===== src/rtl/forward_source_pipe.sv =====
// Producer side of operand forwarding: carries EX results through MEM_REQ, MEM_RESP and WB,
// drives the per-stage forward slots, forms final writeback data and flags load-use hazards.
module forward_source_pipe #(
    parameter int XLEN    = 32,
    parameter int RADDR_W = 5
) (
    input  logic               clk,
    input  logic               rst_n,
    input  logic               stall,
    input  logic               flush,
    input  logic               ex_valid,
    input  logic [RADDR_W-1:0] ex_rd_in,
    input  logic               ex_we_in,
    input  logic               ex_is_load,
    input  logic [2:0]         ex_funct3,
    input  logic [XLEN-1:0]    ex_alu_in,
    input  logic [XLEN-1:0]    mem_resp_rdata,
    input  logic [RADDR_W-1:0] rs1,
    input  logic [RADDR_W-1:0] rs2,
    input  logic               rs1_used,
    input  logic               rs2_used,
    output logic               ex_reg_we,
    output logic [RADDR_W-1:0] ex_rd,
    output logic [XLEN-1:0]    ex_alu_result,
    output logic               mem_req_reg_we,
    output logic [RADDR_W-1:0] mem_req_rd,
    output logic [XLEN-1:0]    mem_req_alu_result,
    output logic               mem_resp_reg_we,
    output logic [RADDR_W-1:0] mem_resp_rd,
    output logic [XLEN-1:0]    mem_resp_alu_result,
    output logic               wb_reg_we,
    output logic [RADDR_W-1:0] wb_rd,
    output logic [XLEN-1:0]    writeback,
    output logic               load_use_hazard
);

    logic               ex_live;
    logic               mem_req_ld, mem_resp_ld, wb_ld;
    logic [2:0]         mem_req_f3, mem_resp_f3, wb_f3;
    logic [XLEN-1:0]    wb_alu, wb_rdata;
    logic [XLEN-1:0]    byte_shift, half_shift;
    logic [7:0]         ld_byte;
    logic [15:0]        ld_half;
    logic               ex_ld_hit1, ex_ld_hit2, rs1_hit, rs2_hit;

    // stall outranks flush, so a flush under stall leaves the EX instruction alive
    always_comb begin
        ex_live       = ex_valid & ~(flush & ~stall);
        ex_reg_we     = ex_valid & ex_we_in & (ex_rd_in != '0);
        ex_rd         = ex_rd_in;
        ex_alu_result = ex_alu_in;
    end

    always_ff @(posedge clk or negedge rst_n) begin
        if (!rst_n) begin
            mem_req_reg_we      <= 1'b0;
            mem_req_ld          <= 1'b0;
            mem_req_rd          <= '0;
            mem_req_f3          <= '0;
            mem_req_alu_result  <= '0;
            mem_resp_reg_we     <= 1'b0;
            mem_resp_ld         <= 1'b0;
            mem_resp_rd         <= '0;
            mem_resp_f3         <= '0;
            mem_resp_alu_result <= '0;
            wb_reg_we           <= 1'b0;
            wb_ld               <= 1'b0;
            wb_rd               <= '0;
            wb_f3               <= '0;
            wb_alu              <= '0;
            wb_rdata            <= '0;
        end else if (!stall) begin
            mem_req_reg_we      <= ex_live & ex_we_in & (ex_rd_in != '0);
            mem_req_ld          <= ex_live & ex_is_load;
            mem_req_rd          <= ex_rd_in;
            mem_req_f3          <= ex_funct3;
            mem_req_alu_result  <= ex_alu_in;
            mem_resp_reg_we     <= mem_req_reg_we;
            mem_resp_ld         <= mem_req_ld;
            mem_resp_rd         <= mem_req_rd;
            mem_resp_f3         <= mem_req_f3;
            mem_resp_alu_result <= mem_req_alu_result;
            wb_reg_we           <= mem_resp_reg_we;
            wb_ld               <= mem_resp_ld;
            wb_rd               <= mem_resp_rd;
            wb_f3               <= mem_resp_f3;
            wb_alu              <= mem_resp_alu_result;
            if (mem_resp_ld) begin
                wb_rdata <= mem_resp_rdata;
            end
        end
    end

    always_comb begin
        byte_shift = wb_rdata >> {wb_alu[1:0], 3'b000};
        half_shift = wb_rdata >> {wb_alu[1], 4'b0000};
        ld_byte    = byte_shift[7:0];
        ld_half    = half_shift[15:0];
        writeback  = wb_alu;
        if (wb_ld) begin
            case (wb_f3)
                3'b000:  writeback = {{(XLEN-8){ld_byte[7]}}, ld_byte};
                3'b001:  writeback = {{(XLEN-16){ld_half[15]}}, ld_half};
                3'b100:  writeback = {{(XLEN-8){1'b0}}, ld_byte};
                3'b101:  writeback = {{(XLEN-16){1'b0}}, ld_half};
                default: writeback = wb_rdata;
            endcase
        end
    end

    always_comb begin
        ex_ld_hit1 = ex_live & ex_is_load & ex_we_in & (ex_rd_in == rs1);
        ex_ld_hit2 = ex_live & ex_is_load & ex_we_in & (ex_rd_in == rs2);
        rs1_hit = rs1_used & (rs1 != '0) &
                  (ex_ld_hit1 |
                   (mem_req_ld & mem_req_reg_we & (mem_req_rd == rs1)) |
                   (mem_resp_ld & mem_resp_reg_we & (mem_resp_rd == rs1)));
        rs2_hit = rs2_used & (rs2 != '0) &
                  (ex_ld_hit2 |
                   (mem_req_ld & mem_req_reg_we & (mem_req_rd == rs2)) |
                   (mem_resp_ld & mem_resp_reg_we & (mem_resp_rd == rs2)));
        load_use_hazard = rs1_hit | rs2_hit;
    end

endmodule

===== config.mk =====
export PLATFORM = sky130hd
export DESIGN_NAME = forward_source_pipe
export DESIGN_NICKNAME = d
export VERILOG_FILES = /design/src/rtl/forward_source_pipe.sv
export SDC_FILE = /design/constraint.sdc
export NUM_CORES = 1
export LEC_CHECK = 0
export CORE_ASPECT_RATIO = 0.75
export CORE_MARGIN = 2
export CORE_UTILIZATION = 50
export DETAILED_ROUTE_END_ITERATION = 6
export HOLD_SLACK_MARGIN = 0.05
export PLACE_DENSITY_LB_ADDON = 0.05
export SYNTH_ARGS = -nofsm -noshare
export SYNTH_HDL_FRONTEND = slang
export SYNTH_SLANG_ARGS = --single-unit

===== constraint.sdc =====
create_clock -name clk -period 5.25 [get_ports clk]
set_clock_uncertainty 0.15 [all_clocks]
set_input_delay 0.7875 -clock clk [delete_from_list [all_inputs] [get_ports clk]]
set_output_delay 0.7875 -clock clk [all_outputs]
set_load 0.05 [all_outputs]

; ---- After elaboration in Yosys (flattened, before gate mapping)
; Index checks and enable logic that the tools add are counted.
[totals]
register_bits = 158
in_bits = 91
out_inout_bits = 153
word_cells = 61
[classes]
eq_ne = 9
n_shift = 2
muxes = 2
bitwise = 27
n_reduce_logical = 5
[ops]
columns = op, count
row1 = $pmux 32 s4, 1
row2 = $mux 32, 1
row3 = $shr 32x5->16, 1
row4 = $shr 32x5->8, 1
row5 = $eq 5x5->1, 6
row6 = $and 1x1->1, 20
row7 = $reduce_bool 5->1, 3
row8 = $eq 3x3->1 const B, 2
row9 = $or 1x1->1, 5
row10 = $eq 3x1->1 const B, 1
row11 = $logic_not 3->1, 1
row12 = $not 1->1, 2
row13 = $reduce_and 2->1, 1

; ---- Logic depth before layout (Yosys ltp)
; Gate-level depths: netlist (run 1).
[depth]
depth_word = 11
mapped_depth = 6

; ---- Worst setup path before layout (run 1)
; Ideal clock, no wire load.
[synth_path]
path_type = in2out
from = input stall
to = output load_use_hazard
t_arrival_ns = 2.323
required_time_ns = 4.313
path_slack_ns = 1.989
cell_stages = 5
n_path_buf = 1
path_cell_list = clkbuf_1 o2111ai_1 nor4_1 nor3_1 o22ai_1
[synth_between]
elab_chain_cells = 11
word_cells_on_any_way = 15
classes_between = bitwise (15)
[synth_lines]
columns = element, line
row1 = from (decl), 9  ; input logic stall,
row2 = $not 1->1 (no source line) *, -
row3 = $and 1x1->1 *, 48  ; ex_live = ex_valid & ~(flush & ~stall);
row4 = $not 1->1 *, 48
row5 = $and 1x1->1 *, 48
row6 = $and 1x1->1 * (2 in series), "112, 113"
row7 = $and 1x1->1 (on tied branches), "112, 113"
row8 = $or 1x1->1 (on tied branches), "115, 119"
row9 = $or 1x1->1 (on tied branches), "116, 120"
row10 = $and 1x1->1 (on tied branches), "114, 118"
row11 = $or 1x1->1 *, 122  ; load_use_hazard = rs1_hit | rs2_hit;
row12 = to (decl), 34  ; output logic load_use_hazard
; Mark *: on every way between the ends. The rest lies on a longest branch, timed or not.

; ---- Final worst setup path (run 1)
[layout_path]
from = register wb_alu[1]
to = output writeback[31]
[layout_between]
elab_chain_cells = 3
word_cells_on_any_way = 4
classes_between = shift (2) / mux (2)
[layout_lines]
columns = element, line
row1 = from (decl), 40  ; logic [XLEN-1:0] wb_alu, wb_rdata;
row2 = from (signal assigned), 87  ; wb_alu <= mem_resp_alu_result;
row3 = $shr 32x5->16 / $shr 32x5->8 (equally long branches), "96, 95"
row4 = $pmux 32 s4 *, 101  ; case (wb_f3)
row5 = $mux 32 *, 100  ; if (wb_ld) begin
row6 = to (decl), 33  ; output logic [XLEN-1:0] writeback,
; Marked as above.

==> run_results.csv, run 1 <==
group,metric,value,unit
sta,timing.final.max_slew_violations,0,
cts,cts-htree-levels,4,
floorplanning,core.rowCount,38,
logic_synthesis,post_synth.cell_area_avg,12.32,sq um
place,placedInstanceArea,0.009726,sq mm
place,dp_hpwl,13.51,mm
floorplanning,die-width,144.5,um
logic_synthesis,postSynthRegisterBits,158,
logic_synthesis,flip_flop_cell_with_the_highest_count_after_synthesis,"dfrtp_1",
min_path,worstHoldPathType,"in2async",
power_and_ir_drop,max-vdd-ir-drop,0.0002566,V
floorplanning,die-area,0.01581,sq mm
sta,totalNegativeSetupSlack,0,ns
layout,seq_area,0.003954,sq mm
logic_synthesis,synth_fp_nets,692,
place,gp_congestion,0.9642,
sta,finalCritPeriodShare,0.8202,
layout,final_net_count,891,
place,dp_slack,1.251,ns
floorplanning,core,0.01445,sq mm
layout,num-fill-cells,1083,
power_and_ir_drop,pwr_density_cell,432.5,mW/mm^2
logic_synthesis,synth.top_cell.area_share,0.5341,
floorplanning,die-height,109.4,um
layout,area_growth_syn_to_layout,39.06,%
place,place_inst,981,
sta,worst_slew_pin_tran,0.9491,ns
cts,cts_inserted_buffers,17,
setup_path,critical_path_arrival,3.37,ns
logic_synthesis,yosys.area.top_type,"dfrtp_1",
setup_path,worst-endpoint-required,4.31,ns
logic_synthesis,postSynthCellCount,601,
cts,worst_setup_hold_path_clk_slew,0.07,ns
logic_synthesis,yosys.cell_types.count,39,
logic_synthesis,synth_edf_count,0,
logic_synthesis,part_of_the_yosys_area_used_for_sequential_elements,0.5341,
routing,avgRoutedWirePerCell,18.36,um
sta,achievable-frequency,0.2322,GHz
power_and_ir_drop,total_power,4.453,mW
logic_synthesis,yosys_warnings,0,
routing,postRouteWirelength,18.58,mm
cts,cts.sinks,158,
routing,remaining_drc_errors,0,
setup_path,path_max_fanout,16,
grt,grt_max_degree,78,
cts,ctsHoldBuffers,0,
layout,postLayoutCellArea,0.01029,sq mm
cts,post_cts_repair_setup_buffers,0,
sta,setup-violations-final,0,
flow_run,max_cap_violation_count,0,
logic_synthesis,syn-cell-area,0.007403,sq mm
logic_synthesis,yosys-top-cells-area,"dfrtp_1 53%, mux2_2 24%, buf_4 3.8%",
setup_path,setup.worst_path.class,"reg2out",
layout,multi_input_comb_area,0.002955,sq mm
sta,period_needed,4.306,ns
routing,detail_route.iter0.violations,288,
grt,grt_antenna_before_repair,0,
layout,n_antenna_cell,0,
cts,clock_tree.buffer_depth,2,
routing,drtAntennaViolNets,0,
grt,grt_pass1_wl,29.07,mm
sta,hold_viol_final,0,
layout,instances_no_fill,1012,
cts,tritoncts_clock_tree,"built",
setup_path,start_kind,"flop",
floorplanning,effective_utilization_at_floorplan,0.5122,
cts,clock_tree.root_cell,"clkbuf_16",
routing,first_pass_iters,4,
logic_synthesis,asyncSetResetFlopFracSynth,1.000,
routing,viasPerCell,5.255,
place,port_buffers,243,
sta,maxSlewHeadroom,0.3673,
cts,post_cts.resized_instances,0,
floorplanning,ios,244,
layout,drive_above_1_share,0.2549,
grt,grt_use_total,0.2404,
routing,detailroute.via_count,5318,
grt,grt_pass1_vias,5492,
sta,rsz0062_at_grt,"false",
grt,globalRouteOverflowTotal,0,
cts,clock_network_latency_to_the_later_pin_of_the_worst_skew_pair,0.41,ns
run_status,status,"complete, no violations",
setup_path,worstSetupEndpointType,"primary output",
power_and_ir_drop,power.leakage,4.225,nW
sta,setup_slack,0.9438,ns
## worst paths after layout
kind	slack [ns]	to	startpoint	cells past startpoint
setup / recovery	0.94	writeback[31]	wb_alu[1]	5
hold / removal	0.25	mem_req_alu_result[23]	rst_n	1
setup reg to reg	3.39	wb_rdata[20]	mem_resp_ld	2
hold reg to reg	0.35	wb_f3[0]	mem_resp_f3[0]	1
max in group asynchronous	3.67	wb_f3[2]	rst_n	2
min in group clk	0.35	wb_f3[0]	mem_resp_f3[0]	1
## cell type report
class | count | share of cell area
sequential | 158 | 0.3841
clock buffer | 18 | 0.04169
clock inverter | 13 | 0.01361
timing repair buffer | 248 | 0.2398
inverter | 26 | 0.009480
multi-input combinational | 349 | 0.2871
tap | 200 | 0.02431
## critical path, cell delays in order, from the launching register on
cell             delay [ns]
dfrtp_1                0.69
mux4_2                 0.59
or2_4                  0.26
a21boi_4               0.51
a21oi_1                0.17
clkdlybuf4s50_1        0.74
## per-stage QoR
| stage | util | hold WS [ns] |
|---|---|---|
| CTS | 0.7123 | 0.2742 |
| floorplan | - | 0.3250 |
| finish | 0.7123 | 0.2539 |
| global placement | 0.6729 | 0.3381 |
| global route | 0.7123 | 0.3029 |
| detailed placement | 0.6729 | 0.3397 |
## metal layers
layer,wire [um],up-vias,GRT usage
li1,-,2476,-
met3,1645,11,0.07012
met4,194,0,0.06865
met2,8661,226,0.3781
met1,8079,2605,0.3278
met5,0,-,0
## cell families (layout without fill, tap and decap cells)
family / after synthesis / in the layout / synth area share
multiplexers: 158 / 158 / 0.2415
XOR/XNOR: 30 / 30 / 0.03549
flip-flops: 158 / 158 / 0.5341
buffers and inverters: 94 / 305 / 0.06777
AND/OR/NAND/NOR: 79 / 79 / 0.04817
AO/OA/AOI/OAI: 82 / 82 / 0.07301
## Yosys cell counts, types with 3 or more instances
master and n:
a21oi_1 22, a21oi_2 10, buf_4 37, clkbuf_1 27, dfrtp_1 158, inv_1 25
mux2_2 155, nand2_1 20, nand4_1 4, nor2_1 30, nor2b_1 3, nor3_1 13
o21ai_0 11, o21ai_1 8, o21bai_1 6, o221ai_1 7, o22ai_1 10, xnor2_1 22
xor2_1 8
## state kept, by name (all words and copies together) (netlist names)
signal               count
mem_req_rd               5
mem_req_alu_result      32
mem_resp_f3              3
mem_req_reg_we           1
wb_rd                    5
wb_ld                    1
mem_resp_alu_result     32
wb_alu                  32
wb_f3                    3
wb_rdata                32
mem_req_f3               3
mem_resp_reg_we          1
mem_resp_ld              1
mem_resp_rd              5
wb_reg_we                1
mem_req_ld               1
## placed cells by master (no fill, tap or decap), types with 10 or more instances in the layout
cell type and count:
a21oi_1 22, a21oi_2 10, clkbuf_16 17, clkdlybuf4s50_1 241, dfrtp_1 158, inv_1 25
mux2_2 155, nand2_1 20, nor2_1 30, nor3_1 13, o21ai_0 11, o22ai_1 10
xnor2_1 22
## where the power goes
part	switching [mW]	internal, mW
clock network	0.495	0.700
registers	0.237	1.45
logic	0.944	0.626
total	1.68	2.78
Note: power is estimated with default switching activity, not from simulation.
==> inputs of run 2 (changes only) <==
Settings changed: CORE_UTILIZATION 50 to 46.
Clock period 5.25 ns to 4.5 ns, I/O delays scaled along.
==> run 2 against run 1 <==
  * Utilization fell by 5.9 points
  * Largest power group unchanged
  * Largest cell class unchanged
  * Hold slack got worse by 0.035 ns
  * Sequential cell count unchanged
  * Die area up 8.4%
==> run_results.csv, run 2 (same netlist as run 1, synthesis figures left out) <==
group,metric,value,unit
cts,clock_tree.root_cell,"clkbuf_16",
grt,grt_pass1_vias,5376,
flow_run,max_cap_violation_count,0,
setup_path,path_max_fanout,16,
layout,drive_above_1_share,0.2562,
layout,final_net_count,892,
power_and_ir_drop,max-vdd-ir-drop,0.0002790,V
grt,grt_max_degree,116,
sta,period_needed,4.192,ns
place,dp_hpwl,13.40,mm
floorplanning,die-area,0.01714,sq mm
layout,layout.cells.most_common,"clkdlybuf4s50_1",
setup_path,crit_path_start,"wb_alu[1]",
floorplanning,die-height,113.9,um
cts,cts_inserted_buffers,17,
cts,clock_tree.buffer_depth,2,
place,place_inst,992,
setup_path,setup.worst_path.class,"reg2out",
sta,final.hold.worst_slack,0.2191,ns
setup_path,reg2regPathDepth,2,
min_path,worstHoldPathType,"in2async",
sta,hold_viol_final,0,
floorplanning,core.rowCount,40,
layout,instances_no_fill,1022,
sta,rsz0062_at_grt,"false",
place,placedInstanceArea,0.009749,sq mm
grt,grt_use_total,0.2201,
run_status,status,"complete, no violations",
sta,maxSlewHeadroom,0.3090,
setup_path,worst-r2r-setup-slack,2.61,ns
floorplanning,die-width,150.5,um
grt,grt_met3_use,0.05680,
grt,grt.met2_usage,0.3379,
floorplanning,core,0.01587,sq mm
routing,remaining_drc_errors,0,
grt,global_route.peak_usage_layer,"met2",
place,gp_congestion,0.9181,
routing,detailroute.via_count,5262,
layout,n_antenna_cell,0,
setup_path,crit-reg2reg-launch,"mem_resp_ld",
setup_path,critical_path_arrival,3.37,ns
power_and_ir_drop,power.leakage,4.263,nW
routing,postRouteWirelength,18.58,mm
grt,grt_pass1_wl,28.77,mm
sta,worst_slew_pin_tran,1.037,ns
cts,cts.sinks,158,
sta,totalNegativeSetupSlack,0,ns
cts,cts-htree-levels,4,
setup_path,start_kind,"flop",
setup_path,crit-reg2reg-capture,"wb_rdata[11]",
cts,post_cts_repair_setup_buffers,0,
grt,globalRouteOverflowTotal,0,
layout,layout.cells.most_common_list,"241 x clkdlybuf4s50_1, 158 x dfrtp_1, 155 x mux2_2",
sta,setup_slack,0.3076,ns
power_and_ir_drop,pwr_density_cell,511.7,mW/mm^2
cts,clock_network_latency_to_the_later_pin_of_the_worst_skew_pair,0.42,ns
layout,postLayoutCellArea,0.01037,sq mm
routing,viasPerCell,5.149,
grt,met1_track_usage_gr,0.3074,
place,port_buffers,243,
floorplanning,ios,244,
layout,post-route-util,0.6534,
sta,finalCritPeriodShare,0.9316,
sta,timing.final.max_slew_violations,0,
setup_path,worstSetupEndpointType,"primary output",
sta,setup-violations-final,0,
routing,drtAntennaViolNets,0,
routing,first_pass_iters,4,
routing,detail_route.iter0.violations,276,
cts,tritoncts_clock_tree,"built",
place,dp_slack,0.7500,ns
cts,post_cts.resized_instances,0,
cts,worst_setup_hold_path_clk_slew,0.06,ns
power_and_ir_drop,total_power,5.305,mW
floorplanning,effective_utilization_at_floorplan,0.4666,
layout,area_growth_syn_to_layout,40.02,%
cts,ctsHoldBuffers,0,
setup_path,worst-endpoint-required,3.67,ns
routing,avgRoutedWirePerCell,18.18,um
grt,grt_antenna_before_repair,0,
sta,achievable-frequency,0.2385,GHz
==> run 2: changes by cell type in the layout (fill, tap and decap cells not counted) <==
cell,delta
bufinv_16,+2
clkbuf_8,+2
clkinvlp_4,-2
inv_6,-2
buf_6,+1
clkbuf_1,-1
clkinv_2,+1
clkinv_4,-1
==> run 2: worst max-delay path by stage <==
| stage | end | slack, ns | depth (start not counted) |
|---|---|---|---|
| final | writeback[31] | 0.31 | 5 |
| after global routing | writeback[31] | 0.19 | 5 |
| after CTS | writeback[31] | 0.29 | 5 |
| after detailed placement | writeback[31] | 0.75 | 5 |
| after global placement | writeback[31] | 0.77 | 5 |
| after floorplan | load_use_hazard | 1.46 | 5 |
==> run 2: worst max-delay path, stage by stage, from the launching register on <==
cell             delay [ns]
dfrtp_1                0.67
mux4_2                 0.59
or2_4                  0.26
a21boi_4               0.50
a21oi_1                0.18
clkdlybuf4s50_1        0.74
==> run 2: area by class of cell <==
type,instances,area (sq um)
Clock buffer,19,452.9
Clock inverter,11,163.9
Fill cell,1257,5499
Inverter,26,97.59
Multi-Input combinational cell,349,2955
Sequential cell,158,3954
Tap cell,210,262.8
Timing Repair Buffer,249,2480
==> run 2: routing by layer <==
metal	wire, um	vias to the layer above	part of all wire
li1	-	2480	-
met1	8444	2586	0.45
met2	8577	174	0.46
met3	1268	22	0.068
met4	293	0	0.016
met5	0	-	0
==> run 2: where the power goes <==
part	switching [mW]	internal [mW]	total [mW]
Sequential	0.255	1.69	1.95
Clock	0.560	0.948	1.51
Combinational	1.12	0.732	1.85
